--- config.mk ---
export PLATFORM = sky130hd
export DESIGN_NAME = port_reader_flat
export DESIGN_NICKNAME = d
export VERILOG_FILES = /design/src/rtl/port_reader_if.sv /design/src/rtl/port_reader.sv /design/src/flat_wrapper.sv
export SDC_FILE = /design/constraint.sdc
export NUM_CORES = 1
export LEC_CHECK = 0
export BUFFER_PORTS_ARGS = -buffer_cell sky130_fd_sc_hd__buf_4
export CELL_PAD_IN_SITES_DETAIL_PLACEMENT = 1
export CELL_PAD_IN_SITES_GLOBAL_PLACEMENT = 2
export CORE_MARGIN = 3
export CORE_UTILIZATION = 34
export DETAILED_ROUTE_END_ITERATION = 10
export GPL_TIMING_DRIVEN = 0
export PLACE_DENSITY = 0.69
export SLEW_MARGIN = 20
export SYNTH_ARGS = -nofsm -noshare
export SYNTH_HDL_FRONTEND = slang
export SYNTH_SLANG_ARGS = --single-unit
export TNS_END_PERCENT = 30
--- constraint.sdc ---
create_clock -name clk -period 3 [get_ports clk]
set_input_delay 0.3 -clock clk [delete_from_list [all_inputs] [get_ports clk]]
set_output_delay 0.3 -clock clk [all_outputs]
set_load 0.005 [all_outputs]
--- src/rtl/port_reader_if.sv ---
// File-register read bus between the ALU data-in mux (master) and port_reader (slave).
interface port_reader_if #(
  parameter int DATA_WIDTH = 8
);
  logic                  rdEn;
  logic [4:0]            rdAddr;
  logic [DATA_WIDTH-1:0] rdData;
  logic                  rdValid;

  modport master (output rdEn, rdAddr, input  rdData, rdValid);
  modport slave  (input  rdEn, rdAddr, output rdData, rdValid);
endinterface

--- src/rtl/port_reader.sv ---
// Pad synchronisers for PORTA/B/C, file-register read-back of the synchronised pins,
// and sticky change detection on PORTB input pins for wake/interrupt use.
module port_reader #(
  parameter int IO_A_WIDTH  = 4,
  parameter int IO_B_WIDTH  = 8,
  parameter int IO_C_WIDTH  = 8,
  parameter int DATA_WIDTH  = 8,
  parameter int SYNC_STAGES = 2
) (
  input  logic                  clk,
  input  logic                  rst,
  input  logic [IO_A_WIDTH-1:0] padA,
  input  logic [IO_B_WIDTH-1:0] padB,
  input  logic [IO_C_WIDTH-1:0] padC,
  input  logic [IO_B_WIDTH-1:0] trisB,
  port_reader_if.slave          bus,
  input  logic                  changeEn,
  output logic                  changeFlag,
  output logic                  changeIrq
);

  typedef enum logic [4:0] {
    ADDR_PORTA = 5'd5,
    ADDR_PORTB = 5'd6,
    ADDR_PORTC = 5'd7
  } portAddr_e;

  logic [SYNC_STAGES-1:0][IO_A_WIDTH-1:0] shA;
  logic [SYNC_STAGES-1:0][IO_B_WIDTH-1:0] shB;
  logic [SYNC_STAGES-1:0][IO_C_WIDTH-1:0] shC;
  logic [IO_A_WIDTH-1:0] syncA;
  logic [IO_B_WIDTH-1:0] syncB;
  logic [IO_C_WIDTH-1:0] syncC;

  logic                  portHit;
  logic                  portBRead;
  logic [DATA_WIDTH-1:0] portVal;
  logic [DATA_WIDTH-1:0] rdDataQ;
  logic                  rdValidQ;

  logic [IO_B_WIDTH-1:0] snapshot;
  logic                  snapValid;
  logic                  inputChanged;

  // Stage 0 samples the pad; the last stage is the only one safe to consume.
  // NOTE: non-blocking assignments let every stage take its predecessor's old value on the same edge.
  always_ff @(posedge clk or posedge rst) begin
    if (rst) begin
      shA <= '0;
      shB <= '0;
      shC <= '0;
    end else begin
      shA <= {shA[SYNC_STAGES-2:0], padA};
      shB <= {shB[SYNC_STAGES-2:0], padB};
      shC <= {shC[SYNC_STAGES-2:0], padC};
    end
  end

  assign syncA = shA[SYNC_STAGES-1];
  assign syncB = shB[SYNC_STAGES-1];
  assign syncC = shC[SYNC_STAGES-1];

  // NOTE: defaults first so that no path through the case leaves a variable unassigned (no latch).
  always_comb begin
    portHit = 1'b0;
    portVal = '0;
    if (bus.rdEn) begin
      case (bus.rdAddr)
        ADDR_PORTA: begin portHit = 1'b1; portVal = DATA_WIDTH'(syncA); end
        ADDR_PORTB: begin portHit = 1'b1; portVal = DATA_WIDTH'(syncB); end
        ADDR_PORTC: begin portHit = 1'b1; portVal = DATA_WIDTH'(syncC); end
        default:    ;
      endcase
    end
  end

  assign portBRead = bus.rdEn && (bus.rdAddr == ADDR_PORTB);

  always_ff @(posedge clk or posedge rst) begin
    if (rst) begin
      rdDataQ  <= '0;
      rdValidQ <= 1'b0;
    end else begin
      rdValidQ <= portHit;
      if (portHit) rdDataQ <= portVal;
    end
  end

  assign bus.rdData  = rdDataQ;
  assign bus.rdValid = rdValidQ;

  // Only input pins (trisB=1) are compared; output pins never raise the flag.
  assign inputChanged = |((syncB ^ snapshot) & trisB);

  // A PORTB read re-arms the detector; its clear beats a same-edge mismatch.
  always_ff @(posedge clk or posedge rst) begin
    if (rst) begin
      snapshot   <= '0;
      snapValid  <= 1'b0;
      changeFlag <= 1'b0;
    end else if (portBRead) begin
      snapshot   <= syncB;
      snapValid  <= 1'b1;
      changeFlag <= 1'b0;
    end else if (snapValid && inputChanged) begin
      changeFlag <= 1'b1;
    end
  end

  assign changeIrq = changeFlag & changeEn;

endmodule

--- src/flat_wrapper.sv ---
// flat-port wrapper written by rule: the top's interface ports become plain ports
module port_reader_flat 
#(
  parameter int IO_A_WIDTH  = 4,
  parameter int IO_B_WIDTH  = 8,
  parameter int IO_C_WIDTH  = 8,
  parameter int DATA_WIDTH  = 8,
  parameter int SYNC_STAGES = 2
)
  (clk, rst, padA, padB, padC, trisB, changeEn, changeFlag, changeIrq, bus_rdEn, bus_rdAddr, bus_rdData, bus_rdValid);
  port_reader_if #(.DATA_WIDTH(DATA_WIDTH)) bus_i ();
  input  logic clk;
  input  logic rst;
  input  logic [IO_A_WIDTH-1:0] padA;
  input  logic [IO_B_WIDTH-1:0] padB;
  input  logic [IO_C_WIDTH-1:0] padC;
  input  logic [IO_B_WIDTH-1:0] trisB;
  input  logic changeEn;
  output logic changeFlag;
  output logic changeIrq;
  input wire logic [$bits(bus_i.rdEn)-1:0] bus_rdEn;
  input wire logic [$bits(bus_i.rdAddr)-1:0] bus_rdAddr;
  output wire logic [$bits(bus_i.rdData)-1:0] bus_rdData;
  output wire logic [$bits(bus_i.rdValid)-1:0] bus_rdValid;
  assign bus_i.rdEn = bus_rdEn;
  assign bus_i.rdAddr = bus_rdAddr;
  assign bus_rdData = bus_i.rdData;
  assign bus_rdValid = bus_i.rdValid;
  port_reader #(.IO_A_WIDTH(IO_A_WIDTH), .IO_B_WIDTH(IO_B_WIDTH), .IO_C_WIDTH(IO_C_WIDTH), .DATA_WIDTH(DATA_WIDTH), .SYNC_STAGES(SYNC_STAGES)) u_core (.clk(clk), .rst(rst), .padA(padA), .padB(padB), .padC(padC), .trisB(trisB), .bus(bus_i), .changeEn(changeEn), .changeFlag(changeFlag), .changeIrq(changeIrq));
endmodule
==> results of run 1 <==
==> cells by family (layout without fill, tap and decap cells) <==
| logic type | Yosys count | count (layout) |
|---|---|---|
| flops | 59 | 59 |
| compound gates | 23 | 23 |
| buf+inv | 6 | 67 |
| simple gates | 15 | 15 |
| mux | 12 | 12 |
| xor+xnor | 8 | 8 |
==> synthesized netlist by cell type <==
library cell | instances | area share [%]
nor3b_2 | 1 | 0.62
buf_6 | 1 | 0.56
o21a_1 | 1 | 0.38
nor2b_4 | 1 | 0.69
nand2_1 | 9 | 1.7
buf_4 | 1 | 0.38
dfrtp_1 | 59 | 74
a41oi_1 | 1 | 0.44
mux2_4 | 8 | 6.0
a22oi_1 | 12 | 4.5
nand2_8 | 1 | 1.0
xor2_1 | 8 | 3.5
and2_4 | 1 | 0.44
o21ai_0 | 5 | 1.2
mux2_2 | 4 | 2.2
and2_1 | 1 | 0.31
o211ai_1 | 1 | 0.38
o21ai_1 | 3 | 0.75
and3_1 | 1 | 0.31
inv_1 | 3 | 0.56
buf_2 | 1 | 0.25
==> worst paths after layout <==
check,from,endpoint,depth (start not counted)
setup / recovery,u_core.changeFlag$_DFFE_PP0P_,changeIrq,2
setup reg to reg,u_core.syncB[7]$_DFF_PP0_,u_core.changeFlag$_DFFE_PP0P_,4
max in group asynchronous,rst,u_core.shA[3]$_DFF_PP0_,2
hold / removal,padB[3],u_core.shB[3]$_DFF_PP0_,1
min in group asynchronous,rst,u_core.shB[4]$_DFF_PP0_,2
hold reg to reg,u_core.shC[6]$_DFF_PP0_,u_core.syncC[6]$_DFF_PP0_,0
==> state kept, by name (all words and copies together), names as in the netlist <==
name / count
u_core.shC: 8
u_core.bus.rdData: 8
u_core.snapshot: 8
u_core.changeFlag: 1
u_core.syncB: 8
u_core.syncA: 4
u_core.snapValid: 1
u_core.syncC: 8
u_core.shB: 8
u_core.bus.rdValid: 1
u_core.shA: 4
==> worst reg2reg max path: cells and delay by family (launching register included) <==
family / cells / cell delay [ns]
DFF: 1 / 0.42
xor gates and xnor gates: 1 / 0.17
AOI/OAI and AO/OA: 3 / 0.61
==> final cells by class <==
class	instances	area share (%)
tap	72	3.440
timing repair buffer	46	13.19
clock buffer	13	6.450
clock inverter	2	0.3822
multi-input combinational	58	18.73
inverter	3	0.5256
buffer	3	0.9078
sequential	59	56.38
==> through the flow <==
stage	utilization (%)	setup slack, ns
after detailed placement	43.51	1.472
after floorplan	-	1.244
after global placement	43.46	0.6587
after global routing	46.70	1.602
final	46.70	1.684
after CTS	46.70	1.669
==> power breakdown <==
group / leakage, nW / internal [mW] / switching (mW)
Clock: 0.0953 / 0.360 / 0.273
Sequential: 0.707 / 0.857 / 0.0339
Combinational: 0.466 / 0.102 / 0.0644
Total: 1.27 / 1.32 / 0.372
==> metal layers <==
metal  GRT usage, %  wire, µm
met5              0         0
met4          7.353        65
met3          4.664       235
met2          18.99      1860
met1          15.29      1547
==> flow_metrics.py, run 1 <==
metrics = {
    "synthesis": {
        "yosys_warnings": 0,
        "synth.area.mux_share_pct": 8.250,
        "postSynthAreaPerCell_um2": 16.28,
        "yosys.area_share.xor_xnor_pct": 3.500,
        "synthAdderAreaFrac_pct": 0,
        "post_synth_and_or_nand_nor_area_fraction_pct": 5.063,
        "netlist-cell-type-count": 21,
        "synth_compound_area_share_pct": 7.688,
        "synth_top_family_by_area": "multiplexers",
        "seq_area_frac_synth_pct": 73.75,
        "syn_nets": 160,
        "synthesis.instances": 123,
        "postSynthRegisterBits": 59,
        "mappedNetlistArea_mm2": 0.002002,
    },
    "global_routing": {
        "grtUsageTotal_pct": 12.54,
        "grt_max_degree": 60,
        "grt_pass1_vias": 1265,
        "grt_overflow_total": 0,
        "grt_pass1_wl_mm": 5.989,
        "antenna_found_initial": 0,
    },
    "cells_and_area": {
        "stdcell_area_mm2": 0.002619,
        "seqCellArea_mm2": 0.001476,
        "flow.area_growth_from_synthesis_pct": 30.81,
        "filler_cell_count": 599,
        "final_instance_count_without_filler_cells": 256,
        "final_common_cell": "dfrtp_1",
        "area_of_the_multi_input_gates_um2": 490.5,
        "number_of_nets_in_the_finished_design": 217,
        "drive_above_1_share_pct": 43.48,
        "layout_common_cells": "dfrtp_1, buf_4, a22oi_1, clkbuf_8, nand2_1",
        "diode_count": 0,
    },
    "worst_setup_path": {
        "endpoint_kind_of_the_worst_setup_timing_path": "output port",
        "dominant_delay_contributor_by_cell_family_on_the_critical_path": "flip-flops",
        "setup.worst_path.start_class": "flip-flop",
        "cp_max_fo": 3,
        "crit_arrival_ns": 1.02,
        "criticalPathCategory": "flip-flop to output port",
        "ff2ff_setup_slack_ns": 1.69,
        "slowest_stage": "dfrtp_1",
        "timing.critical_path.cells": "and2_1 -> buf_4",
        "cp.buffers_inverters": 1,
        "cp_data_required_time_ns": 2.70,
        "slowest_delay_ns": 0.40,
    },
    "status": {
        "run_status": "finished clean",
    },
    "sta": {
        "worst_clock_skew_ns": 0.004712,
        "fmax_mhz": 759.9,
        "rsz0062_at_grt": "no",
        "layout_worst_path_cycle_share_pct": 43.86,
        "final.setup.tns_ns": 0,
        "tightest_slew_ns": 0.6953,
        "setup_viol": 0,
        "hold_violations": 0,
        "min_period_ns": 1.316,
        "final-max-slew-violation-count": 0,
        "holdWs_ns": 0.08007,
        "slew_headroom_pct": 53.65,
    },
    "clocking": {
        "tritoncts.num_buffers": 9,
        "post_cts_buffers": 0,
        "clock_insertion_delay_at_the_later_pin_of_the_skew_report_ns": 0.32,
        "clock_tree.root_cell": "clkbuf_8",
        "number_of_h_tree_levels": 3,
        "hold_buffers": 0,
        "clock_tree.buffer_depth": 2,
        "cts_tree": "built",
        "cts.reportedPaths.clkPinSlew_ns": 0.06,
        "number_of_clock_sinks_seen_by_cts": 59,
        "postCtsResizedCells": 0,
    },
    "floorplan": {
        "fp.coreArea_mm2": 0.005608,
        "rows": 27,
        "io-pin-count": 48,
        "fp.dieArea_mm2": 0.006845,
        "fp.dieW_um": 82.74,
        "chipHeight_um": 82.74,
        "start_util_pct": 35.70,
    },
    "routing": {
        "drt-wirelength-per-cell_um": 14.48,
        "first_iter_violations": 40,
        "dr_total_vias": 1170,
        "detailedRoute.firstPassIterationCount": 4,
        "post_drt_via_cell_ratio": 4.570,
        "finalWirelength_mm": 3.708,
        "antenna_viol_nets_final": 0,
        "post-route-drc-count": 0,
    },
    "worst_hold_path": {
        "worstHoldPathType": "input port to flip-flop",
    },
    "placement": {
        "dpl.cell_count": 241,
        "post_dp_cell_area_mm2": 0.002440,
        "routabilityCongestion": 0.7031,
        "detailedPlacementHpwl_mm": 2.701,
        "port_buffers": 46,
    },
    "power_and_ir_drop": {
        "power_per_cell_area_mw_per_mm2": 645.8,
        "power_leakage_nw": 1.269,
        "totalPowerFinal_mw": 1.691,
        "power.ir.vdd_worst_uv": 249.2,
    },
    "job": {
        "max-cap-violations": 0,
    },
}
Power figures use the tool's default switching activity.
==> run 2: changes to the inputs <==
--- a/config.mk
+++ b/config.mk
@@ -9,10 +9,10 @@
 export CELL_PAD_IN_SITES_DETAIL_PLACEMENT = 1
 export CELL_PAD_IN_SITES_GLOBAL_PLACEMENT = 2
 export CORE_MARGIN = 3
-export CORE_UTILIZATION = 34
+export CORE_UTILIZATION = 32
 export DETAILED_ROUTE_END_ITERATION = 10
 export GPL_TIMING_DRIVEN = 0
-export PLACE_DENSITY = 0.69
+export PLACE_DENSITY = 0.68
 export SLEW_MARGIN = 20
 export SYNTH_ARGS = -nofsm -noshare
 export SYNTH_HDL_FRONTEND = slang
==> constraint.sdc (replaced) <==
create_clock -name clk -period 1.2 [get_ports clk]
set_input_delay 0.12 -clock clk [delete_from_list [all_inputs] [get_ports clk]]
set_output_delay 0.12 -clock clk [all_outputs]
set_load 0.005 [all_outputs]
==> flow_metrics.py, run 2 (synthesis gave the netlist of run 1 again) <==
metrics = {
    "power_and_ir_drop": {
        "power.ir.vdd_worst_uv": 755.9,
        "switching_share_pct": 21.53,
        "part_of_the_total_power_dissipated_in_the_clock_network_pct": 42.0,
        "power_leakage_nw": 1.420,
        "power.share.combinational_pct": 11.4,
        "power_per_cell_area_mw_per_mm2": 1609,
        "sequentialPowerShare_pct": 46.6,
        "internal_power_of_the_cells_mw": 3.752,
        "net-switching-power_mw": 1.030,
    },
    "worst_hold_path": {
        "worstHoldPathType": "input port to flip-flop",
    },
    "floorplan": {
        "io-pin-count": 48,
        "fp.dieArea_mm2": 0.007241,
        "fp.dieW_um": 85.10,
        "fp.coreArea_mm2": 0.005991,
        "chipHeight_um": 85.10,
        "rows": 28,
        "start_util_pct": 33.42,
    },
    "clocking": {
        "clock_tree.root_cell": "clkbuf_8",
        "cts_tree": "built",
        "clock_tree.buffer_depth": 2,
        "number_of_clock_sinks_seen_by_cts": 59,
        "cts.reportedPaths.clkPinSlew_ns": 0.07,
        "tritoncts.num_buffers": 9,
        "number_of_h_tree_levels": 3,
        "clock_insertion_delay_at_the_later_pin_of_the_skew_report_ns": 0.33,
    },
    "sta": {
        "tightest_slew_ns": 0.6912,
        "final-max-slew-violation-count": 0,
        "layout_worst_path_cycle_share_pct": 106.8,
        "min_period_ns": 1.282,
        "fmax_mhz": 779.9,
        "slew_headroom_pct": 53.83,
        "rsz0062_at_grt": "yes",
        "final.setup.worst_slack_ns": -0.08217,
        "hold_violations": 0,
        "worst_clock_skew_ns": 0.008881,
        "setup_viol": 1,
    },
    "worst_setup_path": {
        "endpoint": "u_core.changeFlag$_DFFE_PP0P_",
        "cp_max_fo": 2,
        "cp_data_required_time_ns": 1.42,
        "slowest_delay_ns": 0.39,
        "slowest_stage": "dfrtp_1",
        "criticalPathCategory": "flip-flop to flip-flop",
        "timing.critical_path.cells": "xor2_1 -> a22oi_2 -> a41oi_2 -> o21a_1",
        "endpoint_kind_of_the_worst_setup_timing_path": "flip-flop",
        "crit_path_start": "u_core.snapshot[7]$_DFFE_PP0P_",
        "r2r_end": "u_core.changeFlag$_DFFE_PP0P_",
        "dominant_delay_contributor_by_cell_family_on_the_critical_path": "compound AO/OA/AOI/OAI gates",
        "r2r-start": "u_core.snapshot[7]$_DFFE_PP0P_",
        "setup.worst_path.start_class": "flip-flop",
        "reg2reg_depth": 4,
        "critical_path_cell_count": 4,
        "crit_arrival_ns": 1.50,
        "cp.buffers_inverters": 0,
        "ff2ff_setup_slack_ns": -0.08,
    },
    "job": {
        "max-cap-violations": 0,
    },
    "cells_and_area": {
        "layout_common_cells": "dfrtp_1, buf_4, dlygate4sd3_1",
        "filler_cell_count": 602,
        "drive_above_1_share_pct": 43.46,
        "diode_count": 0,
        "flow.area_growth_from_synthesis_pct": 48.44,
        "stdcell_area_mm2": 0.002972,
        "final_core_utilization_pct": 49.60,
        "number_of_nets_in_the_finished_design": 246,
        "final_common_cell": "dfrtp_1",
    },
    "routing": {
        "drt-wirelength-per-cell_um": 14.97,
        "dr_total_vias": 1291,
        "first_iter_violations": 30,
        "post-route-drc-count": 0,
        "antenna_viol_nets_final": 0,
        "finalWirelength_mm": 4.327,
        "post_drt_via_cell_ratio": 4.467,
        "detailedRoute.firstPassIterationCount": 4,
    },
    "global_routing": {
        "grt_overflow_total": 0,
        "grt_max_degree": 33,
        "grt_pass1_vias": 1532,
        "grt_pass1_wl_mm": 7.493,
        "antenna_found_initial": 0,
        "grtUsageTotal_pct": 13.87,
    },
    "status": {
        "failing_checks": "setup timing",
        "run_status": "finished, violations left",
    },
    "placement": {
        "post_dp_cell_area_mm2": 0.002465,
        "pre_cts_ws_ns": -0.1449,
        "detailedPlacementHpwl_mm": 2.922,
        "routabilityCongestion": 0.7013,
        "port_buffers": 46,
    },
}
==> run 2: routing by layer <==
metal  vias up  GRT usage, %  share of wire [%]
met3         7         5.049                5.0
li1        598             -                  -
met4         0         5.612                1.5
met5         -             0                  0
met2        33         22.95                 54
met1       653         16.35                 39
==> run 2: worst min path at each step <==
stage / start / end / cells after the start
floorplan: padA[0] / u_core.shA[0]$_DFF_PP0_ / 0
global placement: padB[1] / u_core.shB[1]$_DFF_PP0_ / 1
detailed placement: padC[5] / u_core.shC[5]$_DFF_PP0_ / 1
CTS: bus_rdEn / u_core.snapValid$_DFFE_PP0P_ / 3
global route: bus_rdEn / u_core.snapValid$_DFFE_PP0P_ / 3
finish: bus_rdEn / u_core.snapValid$_DFFE_PP0P_ / 3
==> run 2: area by class of cell <==
| class | instances | area, µm² | area share [%] |
|---|---|---|---|
| multi-input cells | 58 | 508.0 | 17.09 |
| well taps | 75 | 93.84 | 3.158 |
| plain buffers | 3 | 23.77 | 0.8000 |
| clock inverters | 5 | 75.07 | 2.526 |
| inverters | 3 | 15.01 | 0.5053 |
| repair buffers | 75 | 628.1 | 21.14 |
| flip-flops and latches | 59 | 1476 | 49.68 |
| clock buffers | 11 | 151.4 | 5.095 |
==> run 2: tightest hold or removal path: stages <==
cell     delay, ns
buf_4         0.12
nand2_8       0.10
nand2_1       0.08
==> run 2: metrics by stage <==
stage               instances   TNS, ns  hold WS, ns  total power, mW
global route              289   -0.1415       0.1305            5.034
global placement          244    -1.782       0.2291            2.678
detailed placement        245    -2.161       0.2303            2.711
CTS                       288  -0.01937       0.1195            4.834
floorplan                 123         0       0.1514            2.470
finish                    289  -0.08217       0.1305            4.782
==> run 2: power by group through the flow <==
stage | logic [mW] | registers, mW | clock network (mW)
2_1_floorplan | 0.226 | 2.24 | 0
3_3_place_gp | 0.418 | 2.26 | 0
3_5_place_dp | 0.437 | 2.27 | 0
4_1_cts | 0.526 | 2.23 | 2.08
5_1_grt | 0.602 | 2.25 | 2.19
6_report | 0.545 | 2.23 | 2.01
==> run 2: timing repair <==
action / CTS / global route
setup buffers: 6 / 1
hold buffers: 21 / 0
gates resized for setup: 1 / 2
endpoints found under the setup margin: 1 / 1
pin swaps: 4 / 2
endpoints found under the hold margin: 51 / 0
